## src/rtl/line_draw.sv

```systemverilog
// Bresenham line rasteriser covering all eight octants.
// Streams one pixel write per valid/ready handshake.
module line_draw #(
    parameter int COORD_W = 10,
    parameter int COLOR_W = 8
) (
    input  logic               clk,
    input  logic               rst_n,
    input  logic               start,
    input  logic               abort,
    input  logic [COORD_W-1:0] x0,
    input  logic [COORD_W-1:0] y0,
    input  logic [COORD_W-1:0] x1,
    input  logic [COORD_W-1:0] y1,
    input  logic [COLOR_W-1:0] color,
    output logic               busy,
    output logic               done,
    output logic               pix_valid,
    input  logic               pix_ready,
    output logic [COORD_W-1:0] pix_x,
    output logic [COORD_W-1:0] pix_y,
    output logic [COLOR_W-1:0] pix_color
);

    localparam int EW = COORD_W + 3;
    localparam logic signed [EW-1:0] ZERO = '0;
    localparam logic [COORD_W-1:0] ONE = COORD_W'(1);

    typedef enum logic [1:0] {IDLE, SETUP, DRAW, FIN} state_t;

    state_t state, state_nxt;

    logic [COORD_W-1:0] ex0, ey0, ex1, ey1;
    logic [COORD_W-1:0] cx, cy;
    logic [COLOR_W-1:0] col_q;
    logic               xneg, yneg;

    logic signed [EW-1:0] dx, dy, err;
    logic signed [EW-1:0] adx, ady, e2, err_nxt;
    logic [COORD_W-1:0]   xd, yd;
    logic                 hs, at_end, step_x, step_y;

    // Setup magnitudes are taken from the latched endpoints.
    always_comb begin
        xd  = (ex1 >= ex0) ? ex1 - ex0 : ex0 - ex1;
        yd  = (ey1 >= ey0) ? ey1 - ey0 : ey0 - ey1;
        adx = $signed({3'b000, xd});
        ady = $signed({3'b000, yd});
    end

    always_comb begin
        hs      = (state == DRAW) && pix_ready;
        at_end  = (cx == ex1) && (cy == ey1);
        e2      = err <<< 1;
        step_x  = (e2 >= dy);
        step_y  = (e2 <= dx);
        err_nxt = err + (step_x ? dy : ZERO) + (step_y ? dx : ZERO);
    end

    always_ff @(posedge clk or negedge rst_n) begin
        if (!rst_n)
            state <= IDLE;
        else
            state <= state_nxt;
    end

    always_comb begin
        state_nxt = state;
        unique case (state)
            IDLE: begin
                if (start)
                    state_nxt = SETUP;
            end
            SETUP: begin
                if (abort)
                    state_nxt = IDLE;
                else
                    state_nxt = DRAW;
            end
            DRAW: begin
                if (abort)
                    state_nxt = IDLE;
                else if (hs && at_end)
                    state_nxt = FIN;
            end
            FIN: begin
                state_nxt = IDLE;
            end
            default: begin
                state_nxt = IDLE;
            end
        endcase
    end

    always_ff @(posedge clk or negedge rst_n) begin
        if (!rst_n) begin
            ex0   <= '0;
            ey0   <= '0;
            ex1   <= '0;
            ey1   <= '0;
            col_q <= '0;
            cx    <= '0;
            cy    <= '0;
            xneg  <= 1'b0;
            yneg  <= 1'b0;
            dx    <= '0;
            dy    <= '0;
            err   <= '0;
        end else begin
            if (state == IDLE && start) begin
                ex0   <= x0;
                ey0   <= y0;
                ex1   <= x1;
                ey1   <= y1;
                col_q <= color;
            end
            if (state == SETUP) begin
                dx   <= adx;
                dy   <= -ady;
                err  <= adx - ady;
                xneg <= (ex1 < ex0);
                yneg <= (ey1 < ey0);
                cx   <= ex0;
                cy   <= ey0;
            end
            // Advance only once the current point has been accepted.
            if (hs && !at_end) begin
                err <= err_nxt;
                if (step_x)
                    cx <= xneg ? cx - ONE : cx + ONE;
                if (step_y)
                    cy <= yneg ? cy - ONE : cy + ONE;
            end
        end
    end

    always_comb begin
        busy      = (state != IDLE);
        done      = (state == FIN);
        pix_valid = (state == DRAW);
        pix_x     = cx;
        pix_y     = cy;
        pix_color = col_q;
    end

endmodule

```

## config.mk

```make
export PLATFORM = sky130hd
export DESIGN_NAME = line_draw
export DESIGN_NICKNAME = d
export VERILOG_FILES = /design/src/rtl/line_draw.sv
export SDC_FILE = /design/constraint.sdc
export NUM_CORES = 1
export LEC_CHECK = 0
export BUFFER_PORTS_ARGS = -buffer_cell sky130_fd_sc_hd__buf_2
export CAP_MARGIN = 20
export CORE_UTILIZATION = 35
export CTS_BUF_LIST = sky130_fd_sc_hd__clkbuf_16
export DETAILED_ROUTE_END_ITERATION = 7
export PLACE_DENSITY = 0.53
export SYNTH_ARGS = -nofsm -noshare
export SYNTH_HDL_FRONTEND = slang
export SYNTH_SLANG_ARGS = --single-unit
```

## constraint.sdc

```tcl
create_clock -name clk -period 5.4 [get_ports clk]
set_clock_uncertainty 0.15 [all_clocks]
set_input_delay 1.62 -clock clk [delete_from_list [all_inputs] [get_ports clk]]
set_output_delay 1.62 -clock clk [all_outputs]
set_load 0.005 [all_outputs]
```

==> results of run 1 <==
flip-flops by register name, summed over array words and instances, names as in the netlist, 10 cells and up:
register and flops:
dy 13, pix_x 10, pix_y 10, ex0 10
ex1 10, ey0 10, err 12, ey1 10
dx 10
cell type report:
class | count | area (um^2)
clock inverter | 7 | 57.6
clock buffer | 9 | 225
fill | 2494 | 14600
timing repair buffer | 96 | 515
inverter | 100 | 375
multi-input combinational | 736 | 5490
sequential | 107 | 2680
tap | 324 | 405
worst reg2reg max path: cells and delay by family (launching register included):
| family | cells | cell delay (ps) |
|---|---|---|
| AOI/OAI and AO/OA | 10 | 2200 |
| muxes | 1 | 230 |
| DFF | 1 | 410 |
| adders and majority gates | 3 | 850 |
| buffers and inverters | 3 | 330 |
| and+or+nand+nor | 3 | 490 |
| xor gates and xnor gates | 1 | 180 |
worst paths after layout:
check | startpoint | endpoint | cells after the start
worst max-delay path | ex1[0] | err[10] | 21
worst min-delay path | dy[5] | dy[5] | 2
worst max register to register | ex1[0] | err[10] | 21
worst min register to register | dy[5] | dy[5] | 2
max in group asynchronous | rst_n | pix_x[8] | 2
min in group asynchronous | rst_n | state[1] | 1
metrics by stage:
stage,cell area (um^2),util [%],std cells
2_1_floorplan,8700,-,981
3_3_place_gp,9460,38.9,1363
3_5_place_dp,9460,38.9,1363
4_1_cts,9750,40.1,1379
5_1_grt,9750,40.1,1379
6_report,9750,40.1,1379
logic make-up after synthesis:
family                     after synthesis  share of synthesized area, %
AOI/OAI and AO/OA                      266                          18.9
buffers and inverters                  138                          6.31
muxes                                   34                          4.16
DFF                                    107                          30.8
xor gates and xnor gates                68                          7.06
adders and majority gates              115                          18.1
and+or+nand+nor                        253                          14.7
report_power, final:
part	leakage, nW	switching (mW)	internal, mW
clock	0.134	0.350	0.321
sequential	1.30	0.341	1.09
combinational	3.25	2.87	2.28
cells in the final DEF, fill, tap and decap left out, types with 7 or more instances in the layout:
master / count
dfrtp_1: 107
nand2_1: 101
inv_1: 100
ha_1: 97
o21ai_0: 91
buf_2: 82
a21oi_1: 73
xnor2_1: 44
a21o_1: 28
nor2_1: 23
xor2_1: 23
and2_1: 23
nand3_1: 18
fa_1: 18
mux2i_1: 17
mux2_2: 17
a211oi_1: 14
buf_4: 14
nor3_1: 13
nand4_1: 11
nor2b_1: 10
clkbuf_16: 9
nor4_1: 8
nand2b_1: 7
o21bai_1: 7
routing by layer:
metal | up-vias | share of wire, % | global-route usage, %
met5 | - | 0 | 0
met3 | 25 | 3.3 | 2.99
met1 | 3352 | 52 | 27.3
met4 | 0 | 1.6 | 4.98
met2 | 119 | 43 | 29.3
li1 | 3554 | - | -
==> metrics.md, run 1 <==
| Metric | Value |
|---|---|
| Status | `finished, final reports clean` |
| Ys async rst share | `100%` |
| First-pass GRT wire length | `38300 um` |
| Post-CTS setup buffers | `0` |
| Slew HR | `46.5%` |
| Crit Path Max Fanout | `7` |
| Post-Place Worst Slack | `517 ps` |
| Post-DRT Antenna Nets | `0` |
| Total GRT Usage | `18.9%` |
| Synth cell types | `75` |
| Share of cells above drive strength 1 | `15.2%` |
| Top Ports | `84` |
| Vias in the first global route | `7142` |
| CTS Buf Count | `9` |
| Crit path kind | `reg2reg` |
| Root Buffer | `clkbuf_16` |
| Type of the most critical hold path | `reg2reg` |
| Crit path required time | `5530 ps` |
| Crit path time final | `4900 ps` |
| Final worst-path cycle share | `90.8%` |
| Clock Latency Late Sink | `370 ps` |
| Power, Total | `7.25 mW` |
| LEAKAGE | `4.69 nW` |
| CP arrival | `5040 ps` |
| Worst path bufs/invs | `3` |
| Clk sink count | `107` |
| Worst-margin pin slew | `801 ps` |
| Avg WL per Cell | `16.7 um` |
| Post-synth EDFFs | `0` |
| Critical Path End Type | `flip-flop` |
| Max incr delay on CP | `410 ps` |
| Crit path cell chain | `inv_1, ha_1, inv_1, fa_1, a211oi_1, nor3_1, o31ai_1, a21oi_1, nor2_2, buf_4, mux2i_1, xnor2_1, ha_1, a21o_1, a21oi_1, o21bai_1, a21oi_1, o21bai_1, a21oi_1, o21ai_0, nor3_1` |
| Total Neg Setup Slack | `0 ps` |
| Primary FF master, synth | `dfrtp_1` |
| Die footprint | `25500 um^2` |
| Achievable Freq | `204 MHz` |
| Cts hold-fix bufs | `0` |
| # nets final | `1218` |
| GP Congestion | `0.859` |
| Die Ht | `160 um` |
| Port bufs | `83` |
| Top delay family on crit path | `compound AO/OA/AOI/OAI gates` |
| Critical path launch point type | `flip-flop` |
| # rows | `57` |
| Layout area overhead | `12.0%` |
| Count leader, synth | `dfrtp_1` |
| Synthesized area | `8700 um^2` |
| Final Hold Viols | `0` |
| Vias | `7050` |
| Seq/Total Area, Yosys | `30.8%` |
| Max IR drop VDD | `0.259 mV` |
| Ys Warns | `0` |
| CTS tree | `built` |
| Register bit count reported by yosys | `107` |
| Syn_nets | `1149` |
| Drc violations | `0` |
| Die extent in x | `160 um` |
| Clock-pin transition on the worst setup and hold timing paths | `80 ps` |
| Drt total wl | `23000 um` |
| Starting Density | `35.8%` |
| Drt pass-1 iters | `4` |
| Power Dens Cells | `744 nW/um^2` |
| Total core area | `24300 um^2` |
| Max Root-Sink Buffers | `2` |
| Worst path most repeated cell | `a21oi_1` |
| Avg Vias per Cell | `5.11` |
| Final setup violation count | `0` |
| Max_cap viols | `0` |
| Placed wire-length estimate | `17900 um` |
| H-tree depth | `3` |
| Flop-to-flop setup slack | `500 ps` |
| Initial antenna violation count | `1` |
| Avg Synthesized Cell Area | `8.87 um^2` |
| Top cells by area, synth | `dfrtp_1 (31%), ha_1 (14%), o21ai_0 (5.2%)` |
| Slew Limit Fails | `0` |
| Unrepaired setup endpoints after global routing | `no` |
| Mapped Cells | `981` |
| Worst path slowest cell | `dfrtp_1` |
| N_diodes | `0` |
| Post_cts resized | `0` |
| GR Overflow Total | `0` |
| Setup ws final | `496 ps` |
| Proportion of netlist area held by the largest area contributor | `30.8%` |
| Largest net degree at the start of global routing | `52` |
| Starting DRC count in detailed routing | `296` |
| Largest area contributor in the netlist | `dfrtp_1` |
| Commonest cells post-synth | `dfrtp_1 (107), nand2_1 (101), inv_1 (100)` |
| Min Hold Slack | `332 ps` |
(Power assumes the default switching activity.)
==> run 2: changes to the inputs <==
- ABC_AREA: not set -> 1
==> run 2 against run 1 <==
Against the previous run: register-to-register slack better by 580 ps; worst setup slack improved by 580 ps; clock-buffer cell count unchanged; worst hold slack improved by 2.1 ps; core utilization is 0.11 points lower; fmax up 14%; first-iteration DRC count up 38%.
==> metrics.md, run 2 <==
| Metric | Value |
|---|---|
| Status | `finished, final reports clean` |
| CTS Buf Count | `9` |
| Post-synth EDFFs | `0` |
| Max reg flops | `13` |
| Seq/Total Area, Yosys | `28.5%` |
| Top Ports | `84` |
| Critical path launch point type | `flip-flop` |
| GR Overflow Total | `0` |
| Post_cts resized | `0` |
| Reg2Reg Depth | `23` |
| Final setup violation count | `0` |
| Vias in the first global route | `8181` |
| Share of cells above drive strength 1 | `12.1%` |
| Syn_nets | `1452` |
| Proportion of netlist area held by the largest area contributor | `28.5%` |
| Register bit count reported by yosys | `107` |
| Slew HR | `44.6%` |
| Ys Warns | `0` |
| Slew Limit Fails | `0` |
| Fin cells | `1694` |
| Die extent in x | `166 um` |
| Type of the most critical hold path | `reg2reg` |
| Fill count | `2819` |
| Top cells by area, synth | `dfrtp_1 (29%), nand2_1 (13%), ha_1 (13%)` |
| Post-CTS setup buffers | `0` |
| Final Hold Viols | `0` |
| Max Root-Sink Buffers | `2` |
| Avg WL per Cell | `15.5 um` |
| Max_cap viols | `0` |
| Commonest non-fill, non-tap cell in the layout | `nand2_1` |
| # rows | `59` |
| Area of the multi-input gates | `5870 um^2` |
| Biggest regs | `dy: 13 flops, err: 12 flops` |
| Layout area overhead | `11.5%` |
| Starting DRC count in detailed routing | `409` |
| Total GRT Usage | `19.4%` |
| Die Ht | `166 um` |
| Ys async rst share | `100%` |
| Unrepaired setup endpoints after global routing | `no` |
| Drc violations | `0` |
| First-pass GRT wire length | `42800 um` |
| GP Congestion | `0.867` |
| Final worst-path cycle share | `80.0%` |
| Critical Path End Type | `flip-flop` |
| Count leader, synth | `nand2_1` |
| Cts hold-fix bufs | `0` |
| Synth cell types | `50` |
| Total Neg Setup Slack | `0 ps` |
| Root Buffer | `clkbuf_16` |
| Vias | `8302` |
| Primary FF master, synth | `dfrtp_1` |
| Post-DRT Antenna Nets | `0` |
| Total core area | `26200 um^2` |
| CTS tree | `built` |
| Die footprint | `27500 um^2` |
| Crit Path Max Fanout | `10` |
| Achievable Freq | `232 MHz` |
| Crit path kind | `reg2reg` |
| Starting Density | `35.8%` |
| Initial antenna violation count | `0` |
| Port bufs | `83` |
| CP arrival | `4420 ps` |
| Drt total wl | `26200 um` |
| Largest area contributor in the netlist | `dfrtp_1` |
| Worst-margin pin slew | `831 ps` |
| Clock-pin transition on the worst setup and hold timing paths | `80 ps` |
| Placed cell count | `1678` |
| Crit path time final | `4320 ps` |
| Commonest cells post-synth | `nand2_1 (324), inv_1 (180), dfrtp_1 (107)` |
| Placed wire-length estimate | `20900 um` |
| Avg Vias per Cell | `4.90` |
| Largest register by flop count | `dy` |
| Mapped Cells | `1284` |
| Avg Synthesized Cell Area | `7.31 um^2` |
| Sequential cell area | `2680 um^2` |
| Crit path required time | `5500 ps` |
| N_diodes | `0` |
| Synthesized area | `9390 um^2` |
| # nets final | `1522` |
| Clock Latency Late Sink | `370 ps` |
| Largest net degree at the start of global routing | `60` |
| Highest-count cells in the layout ignoring fill and taps | `nand2_1 (323), inv_1 (180), dfrtp_1 (107)` |
| Hold path depth | `2` |
| H-tree depth | `3` |
| Drt pass-1 iters | `7` |
| Clk sink count | `107` |
[run 2: changes by cell type in the layout (fill, tap and decap cells not counted), sizes merged, moves of 26 or more]
cell	change
a21oi	+33
nand2	+242
and2	-26
nor2	+79
nand3	+39
xnor2	-27
inv	+86
[run 2: final timing paths]
check | end | start | slack, ps
max | err[8] | err[11] | 1080
min | dy[10] | dy[10] | 330
max reg2reg | err[8] | err[11] | 1080
min reg2reg | dy[10] | dy[10] | 330
max in group asynchronous | ey1[1] | rst_n | 3030
min in group asynchronous | pix_x[5] | rst_n | 1170
[run 2: logic make-up after synthesis]
kind of cell / after synthesis / synth area share (%)
fa+ha+maj: 115 / 16.8
mux: 9 / 1.08
buf+inv: 219 / 9.11
flops: 107 / 28.5
compound gates: 230 / 13.7
xor+xnor: 62 / 5.78
simple gates: 542 / 25.1
[run 2: layer usage]
metal  wire [um]  vias up  GRT usage [%]
li1            -     4269              -
met1       12600     3830           26.6
met2       12000      184           32.5
met3        1200       19           3.12
met4         327        0           3.86
met5           0        -              0
[run 2: layout make-up]
type                    instances  area share (%)
well taps                     335            4.00
flip-flops and latches        107            25.6
multi-input cells             958            56.0
inverters                     187            6.70
clock buffers                   9            2.15
clock inverters                 7            1.00
repair buffers                 91            4.56
[run 2: per-stage QoR]
step / hold slack, ps / area (um^2) / worst slack [ps] / utilization, %
2_1_floorplan: 299 / 9390 / 1720 / -
3_3_place_gp: 314 / 10100 / 1100 / 38.7
3_5_place_dp: 315 / 10100 / 1100 / 38.7
4_1_cts: 336 / 10500 / 1070 / 40.0
5_1_grt: 365 / 10500 / 605 / 40.0
6_report: 334 / 10500 / 1080 / 40.0
[run 2: worst max-delay path, stage by stage (launching register included)]
cell and delay (ps):
dfrtp_1 470, ha_1 370, nand2_1 80, nor2_1 160, inv_1 60, nor2_1 100, nand2_1 70, nand2_1 70
nand2_1 40, nand2_1 160, clkinv_1 280, nor2_1 240, fa_1 450, ha_1 360, nand2_1 90, o21bai_1 220
nand2_1 80, nand2_1 100, a21oi_1 80, or2_2 270, nand3_1 120, nand2_1 70, nand2_1 60, nand2_1 50
Power of run 2 is left out: the tool's default activity adds up to more than one toggle a clock period on the data nets, which glitch-free logic cannot reach.
==> run 3: changes to the inputs <==
- clock period: 5.4 -> 4.5 ns (I/O delays scaled with it)
==> run 3 against run 2 <==
Against the previous run: cell area increased by 0.42%; global-route usage increased by 0.092 points; first-iteration DRC count decreased by 4.4%; sequential share of layout area decreased by 0.095 points; flip-flop and latch count unchanged; register-to-register slack got worse by 710 ps; highest routed layer unchanged.
==> metrics.md, run 3 (synthesis results as in run 2) <==
| Metric | Value |
|---|---|
| Status | `finished, final reports clean` |
| Slew Limit Fails | `0` |
| Total Neg Setup Slack | `0 ps` |
| Highest-count cells in the layout ignoring fill and taps | `nand2_1 (322), inv_1 (180), dfrtp_1 (106)` |
| Crit path time final | `4130 ps` |
| Die footprint | `27500 um^2` |
| # rows | `59` |
| Clk sink count | `107` |
| Share of cells above drive strength 1 | `12.7%` |
| Type of the most critical hold path | `reg2reg` |
| CTS tree | `built` |
| Max Root-Sink Buffers | `2` |
| Total core area | `26200 um^2` |
| Clock-pin transition on the worst setup and hold timing paths | `80 ps` |
| Vias | `8265` |
| Top Ports | `84` |
| Initial antenna violation count | `0` |
| Drt pass-1 iters | `5` |
| Commonest non-fill, non-tap cell in the layout | `nand2_1` |
| Final worst-path cycle share | `91.9%` |
| Crit Path Max Fanout | `6` |
| Die extent in x | `166 um` |
| Critical Path End Type | `flip-flop` |
| Drt total wl | `26000 um` |
| Largest register by flop count | `dy` |
| Final Hold Viols | `0` |
| Slew HR | `40.8%` |
| Port bufs | `83` |
| Avg WL per Cell | `15.3 um` |
| CTS Buf Count | `9` |
| Die Ht | `166 um` |
| Biggest regs | `dy: 13 flops, err: 12 flops` |
| First-pass GRT wire length | `43000 um` |
| N_diodes | `0` |
| CP arrival | `4270 ps` |
| Crit path required time | `4640 ps` |
| Starting DRC count in detailed routing | `391` |
| Avg Vias per Cell | `4.87` |
| GP Congestion | `0.899` |
| Max reg flops | `13` |
| Max_cap viols | `0` |
| Post-CTS setup buffers | `0` |
| Root Buffer | `clkbuf_16` |
| Largest net degree at the start of global routing | `65` |
| Post-DRT Antenna Nets | `0` |
| # nets final | `1526` |
| Placed wire-length estimate | `20800 um` |
| Drc violations | `0` |
| Vias in the first global route | `8334` |
| Final setup violation count | `0` |
| GR Overflow Total | `0` |
| Achievable Freq | `242 MHz` |
| Layout area overhead | `12.0%` |
| Worst path slowest cell | `fa_1` |
| Unrepaired setup endpoints after global routing | `no` |
| H-tree depth | `3` |
| Fill count | `2795` |
| Max incr delay on CP | `520 ps` |
| Critical path launch point type | `flip-flop` |
| Worst path most repeated cell | `nand2_1` |
| Clock Latency Late Sink | `390 ps` |
| Crit path kind | `reg2reg` |
| Total GRT Usage | `19.5%` |
| Worst-margin pin slew | `888 ps` |
| Starting Density | `35.8%` |
-- run 3: cell types whose count changed in the layout (fill, tap and decap cells not counted), sizes merged --
cell      change
inv           +1
clkinv        -1
bufinv        -1
clkinvlp      +2
buf           +3
-- run 3: routing by layer --
layer / global-route usage [%] / vias up / wire length, um
li1: - / 4279 / -
met1: 27.1 / 3796 / 12800
met2: 32.4 / 169 / 11800
met3: 2.55 / 21 / 1100
met4: 4.35 / 0 / 324
met5: 0 / - / 0
-- run 3: path summary, 6_finish.rpt --
kind	from	to	slack, ps	cells past startpoint
worst max-delay path	err[7]	err[11]	370	26
worst min-delay path	dy[8]	dy[8]	340	2
worst max register to register	err[7]	err[11]	370	26
worst min register to register	dy[8]	dy[8]	340	2
max in group asynchronous	rst_n	ey1[1]	2420	2
min in group asynchronous	rst_n	pix_x[5]	900	1
-- run 3: timing repair --
item,in CTS,in global routing
endpoints found under the setup margin,0,3
hold buffers,0,0
gates resized for setup,0,5
-- run 3: cell type report --
class,instances,area [um^2],area share (%)
timing repair buffer,94,500,4.76
sequential,107,2680,25.5
clock buffer,9,225,2.14
clock inverter,7,96.3,0.916
timing repair inverter,1,5.00,0.0476
inverter,187,706,6.71
multi-input combinational,958,5890,56.0
tap,335,419,3.98
-- run 3: worst max-delay path, delay by kind of cell, from the launching register on --
kind	cells	cell delay, ps
compound gates	3	520
flops	1	450
buf+inv	4	310
simple gates	15	1170
fa+ha+maj	4	1440
-- run 3: per-stage QoR --
step	util, %	std cells	worst slack [ps]	area [um^2]	hold WS (ps)
finish	40.1	1698	366	10500	339
detailed placement	38.8	1681	300	10200	322
CTS	40.0	1697	257	10500	344
global placement	38.8	1681	365	10200	314
global route	40.1	1698	12.2	10500	380
floorplan	-	1284	817	9390	299
Power of run 3 is left out for the same reason.
